==> config.mk <==
export PLATFORM = sky130hd
export DESIGN_NAME = pim_mem_ctrl
export DESIGN_NICKNAME = d
export VERILOG_FILES = /design/src/rtl/pim_ctrl_pkg.sv /design/src/rtl/pim_rsp_fifo.sv /design/src/rtl/pim_mem_ctrl.sv
export SDC_FILE = /design/constraint.sdc
export NUM_CORES = 1
export LEC_CHECK = 0
export ABC_AREA = 1
export BUFFER_PORTS_ARGS = -buffer_cell sky130_fd_sc_hd__buf_2
export CORE_MARGIN = 2
export CORE_UTILIZATION = 53
export CTS_CLUSTER_DIAMETER = 200
export DETAILED_ROUTE_END_ITERATION = 8
export GPL_TIMING_DRIVEN = 0
export PLACE_DENSITY = 0.74
export SKIP_CTS_REPAIR_TIMING = 1
export SYNTH_ARGS = -nofsm -noshare
export SYNTH_HDL_FRONTEND = slang
export SYNTH_SLANG_ARGS = --single-unit
==> constraint.sdc <==
create_clock -name i_clk -period 4.1 [get_ports i_clk]
set_input_delay 0.205 -clock i_clk [delete_from_list [all_inputs] [get_ports i_clk]]
set_output_delay 0.205 -clock i_clk [all_outputs]
set_load 0.01 [all_outputs]
==> src/rtl/pim_ctrl_pkg.sv <==
// Shared definitions for the memory_pim controller.
//   - op encoding for host commands
//   - controller FSM state enum
//   - default memory_pim widths
package pim_ctrl_pkg;

    localparam int unsigned PIM_DATA_W = 40;
    localparam int unsigned PIM_ADDR_W = 9;

    typedef enum logic {
        OP_WRITE = 1'b0,
        OP_READ  = 1'b1
    } pim_op_e;

    typedef enum logic [1:0] {
        StIdle    = 2'd0,
        StWrite   = 2'd1,
        StRdIssue = 2'd2,
        StRdDrain = 2'd3
    } pim_state_e;

endpackage

==> src/rtl/pim_rsp_fifo.sv <==
// Synchronous response FIFO of {last, data} words.
// Ports:
//   i_clk, i_reset     clock, synchronous active-high reset (empties the FIFO)
//   i_push, i_push_data write one entry (caller guarantees space)
//   i_pop              remove head entry (caller guarantees non-empty)
//   o_valid            FIFO non-empty
//   o_data             head entry, zero while empty
//   o_count            occupancy, used by the issue credit logic
module pim_rsp_fifo #(
    parameter int unsigned WIDTH = 33,
    parameter int unsigned DEPTH = 4
) (
    input  logic                     i_clk,
    input  logic                     i_reset,
    input  logic                     i_push,
    input  logic [WIDTH-1:0]         i_push_data,
    input  logic                     i_pop,
    output logic                     o_valid,
    output logic [WIDTH-1:0]         o_data,
    output logic [$clog2(DEPTH):0]   o_count
);

    localparam int unsigned AW = $clog2(DEPTH);

    logic [WIDTH-1:0] r_mem [DEPTH];
    logic [AW-1:0]    r_wr_ptr;
    logic [AW-1:0]    r_rd_ptr;
    logic [AW:0]      r_count;

    always_ff @(posedge i_clk) begin
        if (i_reset) begin
            r_wr_ptr <= '0;
            r_rd_ptr <= '0;
            r_count  <= '0;
        end else begin
            if (i_push) begin
                r_mem[r_wr_ptr] <= i_push_data;
                r_wr_ptr        <= r_wr_ptr + AW'(1);
            end
            if (i_pop) begin
                r_rd_ptr <= r_rd_ptr + AW'(1);
            end
            r_count <= r_count + (AW+1)'(i_push) - (AW+1)'(i_pop);
        end
    end

    assign o_valid = (r_count != '0);
    // Stale storage is masked so an empty FIFO always presents zero.
    assign o_data  = o_valid ? r_mem[r_rd_ptr] : '0;
    assign o_count = r_count;

endmodule

==> src/rtl/pim_mem_ctrl.sv <==
// Host-side initiator for one memory_pim block.
// Host commands (valid/ready): single-word writes and burst reads of N one-bit
// results from consecutive addresses. Returned bits are packed LSB-first into
// PACK_W-bit words and queued in a RSP_DEPTH-entry FIFO toward the host.
// Ports:
//   i_clk, i_reset                         clock, synchronous active-high reset
//   i_cmd_valid/o_cmd_ready                command handshake
//   i_cmd_op, i_cmd_addr, i_cmd_data, i_cmd_len   command fields
//   o_mem_data, o_mem_addr, o_mem_we, i_mem_out   memory_pim interface
//   o_rsp_valid/i_rsp_ready, o_rsp_data, o_rsp_last  response channel
// Optional: define PIM_MEM_CTRL_STATS_EN to add o_stat_writes/o_stat_rd_bits
// saturating counters.
module pim_mem_ctrl
    import pim_ctrl_pkg::*;
#(
    parameter int unsigned DATA_W    = PIM_DATA_W,
    parameter int unsigned ADDR_W    = PIM_ADDR_W,
    parameter int unsigned RD_LAT    = 1,
    parameter int unsigned PACK_W    = 32,
    parameter int unsigned RSP_DEPTH = 4
) (
    input  logic              i_clk,
    input  logic              i_reset,
    input  logic              i_cmd_valid,
    output logic              o_cmd_ready,
    input  logic              i_cmd_op,
    input  logic [ADDR_W-1:0] i_cmd_addr,
    input  logic [DATA_W-1:0] i_cmd_data,
    input  logic [ADDR_W:0]   i_cmd_len,
    output logic [DATA_W-1:0] o_mem_data,
    output logic [ADDR_W-1:0] o_mem_addr,
    output logic              o_mem_we,
    input  logic              i_mem_out,
    output logic              o_rsp_valid,
    input  logic              i_rsp_ready,
    output logic [PACK_W-1:0] o_rsp_data,
    output logic              o_rsp_last
`ifdef PIM_MEM_CTRL_STATS_EN
    ,
    output logic [15:0]       o_stat_writes,
    output logic [15:0]       o_stat_rd_bits
`endif
);

    localparam int unsigned PW = $clog2(PACK_W);
    localparam int unsigned CW = $clog2(RSP_DEPTH) + 1;
    localparam int unsigned SW = CW + 1;
    localparam int unsigned LW = ADDR_W + 1;

    pim_state_e        r_state, w_state_d;
    logic              r_cmd_ready, w_cmd_ready_d;
    logic              r_mem_we, w_mem_we_d;
    logic [ADDR_W-1:0] r_mem_addr, w_mem_addr_d;
    logic [DATA_W-1:0] r_mem_data, w_mem_data_d;
    logic [ADDR_W-1:0] r_next_addr, w_next_addr_d;
    logic [LW-1:0]     r_iss_left, w_iss_left_d;
    logic [PW-1:0]     r_iss_pos, w_iss_pos_d;
    logic              r_issue, w_issue_d;     // o_mem_addr holds a freshly issued address
    logic [RD_LAT-1:0] r_pipe, w_pipe_d;       // tag travels alongside the memory latency
    logic [LW-1:0]     r_cap_left, w_cap_left_d;
    logic [PW-1:0]     r_cap_pos, w_cap_pos_d;
    logic [PACK_W-1:0] r_word, w_word_d;
    logic [CW-1:0]     r_open, w_open_d;       // words reserved but not yet in the FIFO

    logic              w_credit, w_first_iss, w_do_issue;
    logic              w_cap, w_cap_final, w_push;
    logic [PACK_W-1:0] w_cap_word;
    logic              w_fifo_valid;
    logic [PACK_W:0]   w_fifo_rdata;
    logic [CW-1:0]     w_fifo_count;

    // A new word may only start if the FIFO is guaranteed room for it.
    assign w_credit    = (SW'(w_fifo_count) + SW'(r_open)) < SW'(RSP_DEPTH);
    assign w_first_iss = (r_iss_pos == '0);
    assign w_do_issue  = (r_state == StRdIssue) && (!w_first_iss || w_credit);

    assign w_cap       = r_pipe[RD_LAT-1];
    assign w_cap_word  = r_word | (PACK_W'(i_mem_out) << r_cap_pos);
    assign w_cap_final = (r_cap_left == LW'(1));
    assign w_push      = w_cap && (w_cap_final || (r_cap_pos == PW'(PACK_W - 1)));

    always_comb begin
        w_state_d     = r_state;
        w_mem_we_d    = 1'b0;
        w_mem_addr_d  = r_mem_addr;
        w_mem_data_d  = r_mem_data;
        w_next_addr_d = r_next_addr;
        w_iss_left_d  = r_iss_left;
        w_iss_pos_d   = r_iss_pos;
        w_issue_d     = 1'b0;
        w_cap_left_d  = r_cap_left;
        w_cap_pos_d   = r_cap_pos;
        w_word_d      = r_word;
        w_open_d      = r_open + CW'(w_do_issue && w_first_iss) - CW'(w_push);

        w_pipe_d[0] = r_issue;
        for (int i = 1; i < int'(RD_LAT); i++) begin
            w_pipe_d[i] = r_pipe[i-1];
        end

        if (w_cap) begin
            w_cap_left_d = r_cap_left - LW'(1);
            if (w_push) begin
                w_word_d    = '0;
                w_cap_pos_d = '0;
            end else begin
                w_word_d    = w_cap_word;
                w_cap_pos_d = r_cap_pos + PW'(1);
            end
        end

        case (r_state)
            StIdle: begin
                if (i_cmd_valid && r_cmd_ready) begin
                    if (i_cmd_op == OP_WRITE) begin
                        w_state_d    = StWrite;
                        w_mem_we_d   = 1'b1;
                        w_mem_addr_d = i_cmd_addr;
                        w_mem_data_d = i_cmd_data;
                    end else if (i_cmd_len != '0) begin
                        w_state_d     = StRdIssue;
                        w_next_addr_d = i_cmd_addr;
                        w_iss_left_d  = i_cmd_len;
                        w_iss_pos_d   = '0;
                        w_cap_left_d  = i_cmd_len;
                        w_cap_pos_d   = '0;
                        w_word_d      = '0;
                    end
                end
            end
            StWrite: begin
                w_state_d = StIdle;
            end
            StRdIssue: begin
                if (w_do_issue) begin
                    w_mem_addr_d  = r_next_addr;
                    w_next_addr_d = r_next_addr + ADDR_W'(1);
                    w_issue_d     = 1'b1;
                    w_iss_left_d  = r_iss_left - LW'(1);
                    w_iss_pos_d   = (r_iss_pos == PW'(PACK_W - 1)) ? '0 : r_iss_pos + PW'(1);
                    if (r_iss_left == LW'(1)) begin
                        w_state_d = StRdDrain;
                    end
                end
            end
            StRdDrain: begin
                // Final bit captured implies its word was pushed and the pipe is empty.
                if (r_cap_left == '0) begin
                    w_state_d = StIdle;
                end
            end
            default: begin
                w_state_d = StIdle;
            end
        endcase

        w_cmd_ready_d = (w_state_d == StIdle);
    end

    always_ff @(posedge i_clk) begin
        if (i_reset) begin
            r_state     <= StIdle;
            r_cmd_ready <= 1'b0;
            r_mem_we    <= 1'b0;
            r_mem_addr  <= '0;
            r_mem_data  <= '0;
            r_next_addr <= '0;
            r_iss_left  <= '0;
            r_iss_pos   <= '0;
            r_issue     <= 1'b0;
            r_pipe      <= '0;
            r_cap_left  <= '0;
            r_cap_pos   <= '0;
            r_word      <= '0;
            r_open      <= '0;
        end else begin
            r_state     <= w_state_d;
            r_cmd_ready <= w_cmd_ready_d;
            r_mem_we    <= w_mem_we_d;
            r_mem_addr  <= w_mem_addr_d;
            r_mem_data  <= w_mem_data_d;
            r_next_addr <= w_next_addr_d;
            r_iss_left  <= w_iss_left_d;
            r_iss_pos   <= w_iss_pos_d;
            r_issue     <= w_issue_d;
            r_pipe      <= w_pipe_d;
            r_cap_left  <= w_cap_left_d;
            r_cap_pos   <= w_cap_pos_d;
            r_word      <= w_word_d;
            r_open      <= w_open_d;
        end
    end

    pim_rsp_fifo #(
        .WIDTH (PACK_W + 1),
        .DEPTH (RSP_DEPTH)
    ) u_rsp_fifo (
        .i_clk       (i_clk),
        .i_reset     (i_reset),
        .i_push      (w_push),
        .i_push_data ({w_cap_final, w_cap_word}),
        .i_pop       (w_fifo_valid && i_rsp_ready),
        .o_valid     (w_fifo_valid),
        .o_data      (w_fifo_rdata),
        .o_count     (w_fifo_count)
    );

    assign o_cmd_ready = r_cmd_ready;
    assign o_mem_we    = r_mem_we;
    assign o_mem_addr  = r_mem_addr;
    assign o_mem_data  = r_mem_data;
    assign o_rsp_valid = w_fifo_valid;
    assign o_rsp_data  = w_fifo_rdata[PACK_W-1:0];
    assign o_rsp_last  = w_fifo_rdata[PACK_W];

`ifdef PIM_MEM_CTRL_STATS_EN
    logic [15:0] r_stat_writes;
    logic [15:0] r_stat_rd_bits;

    always_ff @(posedge i_clk) begin
        if (i_reset) begin
            r_stat_writes  <= '0;
            r_stat_rd_bits <= '0;
        end else begin
            if ((r_state == StWrite) && (r_stat_writes != 16'hFFFF)) begin
                r_stat_writes <= r_stat_writes + 16'd1;
            end
            if (w_cap && (r_stat_rd_bits != 16'hFFFF)) begin
                r_stat_rd_bits <= r_stat_rd_bits + 16'd1;
            end
        end
    end

    assign o_stat_writes  = r_stat_writes;
    assign o_stat_rd_bits = r_stat_rd_bits;
`endif

endmodule

After elaboration in Yosys (flattened, before gate mapping)

Memories as Yosys holds them, arrays and structs flattened. A register that Yosys moved wholly into a read port is not among the register bits.
Index checks and enable logic that the tools add are counted.

Multiplexer cells: 52
Add/subtract/negate cells: 12
$lt $le $gt $ge: 1
Reduce and logical (&&, ||, !) cells: 20
Shift operators: 1
Bitwise gates (word level): 5
Equality and inequality tests: 12

Operators with widths:

| kind                  | number |
|---|---|
| $mux 32               | 6 |
| $mux 10               | 9 |
| $mux 9                | 7 |
| $mux 5                | 11 |
| $pmux 9 s2            | 2 |
| $mux 33               | 1 |
| $or 32x32->32         | 1 |
| $shl 1x5->32          | 1 |
| $eq 10x1->1 const B   | 2 |
| $pmux 10 s2           | 1 |
| $sub 10x1->10 const B | 2 |
| $mux 2                | 8 |
| $add 5x1->5 const B   | 2 |
| $eq 5x5->1 const B    | 2 |
| $logic_not 10->1      | 1 |
| $ne 2x2->1 const B    | 5 |
| $pmux 5 s2            | 1 |
| $reduce_bool 10->1    | 1 |
| $add 9x1->9 const B   | 1 |
| $pmux 2 s4            | 1 |
| $add 3x1->3           | 2 |
| $sub 3x1->3           | 2 |
| $logic_and 1x1->1     | 5 |
| $logic_not 5->1       | 1 |
| other kinds (17)      | 28 |

Bits in registers: 136
RAM bits: 132
Memories: 1

Memory list:

| name             | depth | bits a word | read ports | clocked after memory_dff | write ports | RTL line           | text |
|---|---|---|---|---|---|---|---|
| u_rsp_fifo.r_mem | 4     | 33          | 1          | 1                        | 1           | pim_rsp_fifo.sv:25 | `logic [WIDTH-1:0] r_mem [DEPTH];` |

Longest topological paths before layout

Depth in word-level cells: 9
Depth in mapped cells: 15
Gate-level depth less buffers: 15

Hierarchy

Synthesis repeated with hierarchy kept, for this count alone.

Cell total of the unflattened synthesis: 1536
Area total of the unflattened synthesis: 12670.9 sq um

Modules (own cells, without submodules):

| module       | instances | sequential area each (sq um) | area each (sq um) | cells an instance |
|---|---|---|---|---|
| pim_mem_ctrl | 1         | 2582.5                       | 6603.8            | 958 |
| pim_rsp_fifo | 1         | 4144.0                       | 6067.1            | 578 |

Worst setup path before layout

Ideal clock, no wire load.

Kind: flip-flop to flip-flop
Start: reg r_cap_pos[0]
End: mem u_rsp_fifo.r_mem[0][0], enable pin
Required time: 3.677 ns
Path slack: 1.121 ns
Arrival time: 2.556 ns
Setup time: 0.423 ns
Stages on the path, launching flop included: 11
Path through: dfxtp_1 ha_1 inv_1 nor2_1 ha_1 inv_1 nand2_2 nand2_4 inv_2 nand2_1 nor2_1

Cells in the longest elaborated chain, start to end: 6

Ends and longest elaborated chain:

| item                         | RTL line            | text |
|---|---|---|
| from (decl)                  | pim_mem_ctrl.sv:61  | `logic [PW-1:0] r_cap_pos, w_cap_pos_d;` |
| from (signal assigned)       | pim_mem_ctrl.sv:188 | `r_cap_pos <= w_cap_pos_d;` |
| $eq 5x5->1                   | pim_mem_ctrl.sv:80  | `assign w_push = w_cap && (w_cap_final \|\| (r_cap_pos == PW'(PACK_W - 1)));` |
| $logic_or 1x1->1             | pim_mem_ctrl.sv:80  |  |
| $logic_and 1x1->1            | pim_mem_ctrl.sv:80  |  |
| $mux 1                       | pim_rsp_fifo.sv:36  | `if (i_push) begin` |
| $mux 1                       | pim_rsp_fifo.sv:31  | `if (i_reset) begin` |
| $mux 1 (implied by the code) | pim_rsp_fifo.sv:37  | `r_mem[r_wr_ptr] <= i_push_data;` |
| to (decl)                    | pim_rsp_fifo.sv:25  |  |

No other way between the ends.

==> out/metrics.csv <==
metric;value;unit
fin_crit;2670;ps
cp_common_cell;clkbuf_1;
first_pass_iters;7;
total_power;0.00703;W
clock_latency;530;ps
synth.cell_area;0.0121;sq mm
whs;-32.5;ps
place_congestion;0.943;
avgSynthCellArea;8.67;sq um
grt.total_usage;24.8;%
vias;10000;
wirelength;30700;um
timing.rr.end;u_rsp_fifo.o_count[2]$_SDFF_PP0_;
cpMaxStageDelayCell;clkbuf_1;
nNetsFinal;1701;
async_flop_share;0;%
relSlewSlack;41.8;%
power_density;481;mW/mm^2
leakagePower;6.08;nW
yosysMostFrequentCell;nor2_1;
ant_nets;0;
antenna_cells;0;
drc_errors;0;
drt-wirelength-per-cell;16.0;um
hold_depth;3;
rrSetupSlack;1480;ps
min_from;i_cmd_data[2];
worst_pin_slew;871;ps
ios;150;
tritoncts;yes;
fin_crit_sh;65.2;%
maxSlewViolCount;0;
dominantRegCellSynth;dfxtp_1;
crit_fanout;10;
drive_gt1_share;17.4;%
synth_commonest_cells;333 x nor2_1, 178 x nand2_1, 168 x o21ai_0;
timing.rr.start;u_rsp_fifo.o_count[1]$_SDFF_PP0_;
grt_setup_unrepaired;false;
fin_util;64.7;%
cp_slowest_stage_delay;510;ps
die_h;155;um
grt_pass1_vias;9785;
yosysSeqAreaShare;55.4;%
crit_chain;inv_2 > clkbuf_1 > clkbuf_1 > o21ai_0 > a21oi_1 > buf_2;
synth_cell_types;40;
core_area;0.0226;sq mm
synth_area_leader_cell;edfxtp_1;
areaGrowthSynthToFinish;20.3;%
grt_antenna_before_repair;0;
status;finished with violations;
dp_hpwl;20800;um
synth_top_area_share;32.7;%
clockBufferDepth;3;
critPathTopFamily;buffers and inverters;
critPathKind;reg -> out;
io_buffers;149;
grt_pass1_wl;47800;um
crit_path_end_kind;primary output;
critPathLaunchType;flip-flop;
worst-path-buf-inv;4;
violations;hold timing;
clkSinkCount;270;
ir_drop;0.000296;V
grt_max_degree;32;
path_clk_slew;60;ps
worstPathRequired;3890;ps
std_cell_rows;55;
finClkSkew;9.38;ps
finalHoldViolations;7;
dieArea;0.0241;sq mm
h-tree-depth;1;
synth_cells;1400;
fmax;0.374;GHz
yosysWarnings;0;
hold_path.class;in -> reg;
hold_end;o_mem_data[2]$_SDFFE_PP0P_;
synthTopCellsByArea;edfxtp_1 33%, dfxtp_1 23%, nor2_1 10%;
arrival;2470;ps
drtIter0Drc;803;
syn_nets;1487;
finalSetupViolCount;0;
synth_edf_count;132;
grt_overflow;0;
via_per_inst;5.22;
start_util;53.8;%
synth-seq-cells;270;
n_fill_cell;1752;
drv_cap;0;
numCtsBuffers;27;
cts_root_buf;clkbuf_16;
r2r_cells;10;
die_w;155;um
==> flip-flops by register name, indices dropped and copies added (netlist names), 3 cells and up, named ones only <==
| register | cells |
|---|---|
| u_rsp_fifo.r_mem | 132 |
| o_mem_data | 40 |
| r_word | 32 |
| r_cap_left | 10 |
| r_iss_left | 10 |
| o_mem_addr | 9 |
| r_next_addr | 9 |
| r_cap_pos | 5 |
| r_iss_pos | 5 |
| r_open | 3 |
| u_rsp_fifo.o_count | 3 |
==> placed cells by master, fill, tap and decap left out, types with 2 or more instances in the layout <==
master | Yosys | routed
inv_1 | 132 | 132
nand2_1 | 178 | 178
o211ai_1 | 2 | 2
nand2_4 | 4 | 4
or2_2 | 4 | 4
a21oi_1 | 60 | 60
nor3b_1 | 4 | 4
nor2_4 | 34 | 38
ha_1 | 20 | 20
nand3_1 | 77 | 77
buf_2 | 20 | 169
nand3_2 | 2 | 2
buf_1 | 5 | 5
clkbuf_8 | 0 | 2
clkbuf_16 | 0 | 27
edfxtp_1 | 132 | 132
nor2_1 | 333 | 329
nand2_2 | 3 | 3
o21ai_0 | 168 | 168
buf_4 | 2 | 2
inv_2 | 4 | 4
dlygate4sd3_1 | 0 | 32
bufinv_16 | 0 | 5
buf_12 | 3 | 7
xnor2_1 | 2 | 2
dfxtp_1 | 138 | 138
o21bai_1 | 2 | 2
buf_6 | 2 | 2
clkbuf_2 | 1 | 4
clkbuf_1 | 35 | 42
fa_1 | 2 | 2
clkinv_2 | 0 | 3
nand4_1 | 9 | 9
xor2_1 | 8 | 8
nor3_1 | 4 | 4
==> layout make-up <==
type	instances	area, sq um	area share [%]
clock buffers	39	744	5.10
well taps	285	357	2.44
clock inverters	10	181	1.24
repair buffers	185	1150	7.85
multi-input cells	925	4570	31.3
plain buffers	68	353	2.42
inverters	137	519	3.56
flip-flops and latches	270	6730	46.1
==> power breakdown <==
group	total [W]	leakage [nW]	internal, W	switching, W
registers	0.00297	2.32	0.00290	0.0000704
logic	0.00147	3.31	0.000500	0.000971
clock network	0.00259	0.455	0.00158	0.00101
==> tightest hold or removal path: stages <==
cell and delay, ps:
buf_2 80, o21ai_0 90, nor2_1 80
==> per-layer routing <==
layer,share of wire [%],GRT usage (%),up-vias
li1,-,-,4967
met1,41,30.7,4580
met2,48,43.3,384
met3,7.9,4.65,78
met4,3.3,9.09,0
met5,0,0,-
==> per-stage QoR <==
step | setup TNS, ps | setup WS [ps] | hold slack, ps | instances | cell area [sq um]
6_report | 0 | 1430 | -32.5 | 1919 | 14600
5_1_grt | 0 | 1240 | 5.46 | 1919 | 14600
4_1_cts | 0 | 1390 | -81.5 | 1887 | 14300
3_5_place_dp | 0 | 1410 | 402 | 1838 | 13400
3_3_place_gp | -11940 | -135 | 395 | 1834 | 13200
2_1_floorplan | 0 | 1120 | 340 | 1400 | 12100
==> kinds of logic (layout without fill, tap and decap cells) <==
logic type | Yosys count | in the layout | synth area share (%)
xor gates and xnor gates | 10 | 10 | 0.722
adders and majority gates | 22 | 22 | 2.39
DFF | 270 | 270 | 55.4
AOI/OAI and AO/OA | 235 | 235 | 9.81
buffers and inverters | 205 | 439 | 7.18
and+or+nand+nor | 658 | 658 | 24.5
==> worst max path at each step <==
stage	start	endpoint	slack (ps)	cells after the start
CTS	u_rsp_fifo.o_count[1]$_SDFF_PP0_	u_rsp_fifo.o_count[2]$_SDFF_PP0_	1390	10
global placement	r_cap_pos[0]$_SDFF_PP0_	u_rsp_fifo.r_mem[1][16]$_DFFE_PP_	-130	10
finish	flip-flop	o_rsp_data[22]	1430	6
detailed placement	u_rsp_fifo.o_count[1]$_SDFF_PP0_	u_rsp_fifo.o_count[2]$_SDFF_PP0_	1410	10
floorplan	r_cap_pos[0]$_SDFF_PP0_	u_rsp_fifo.r_mem[0][0]$_DFFE_PP_	1120	10
global route	u_rsp_fifo.o_count[1]$_SDFF_PP0_	u_rsp_fifo.o_count[2]$_SDFF_PP0_	1240	10
No activity file was read; power rests on OpenSTA's default activity.
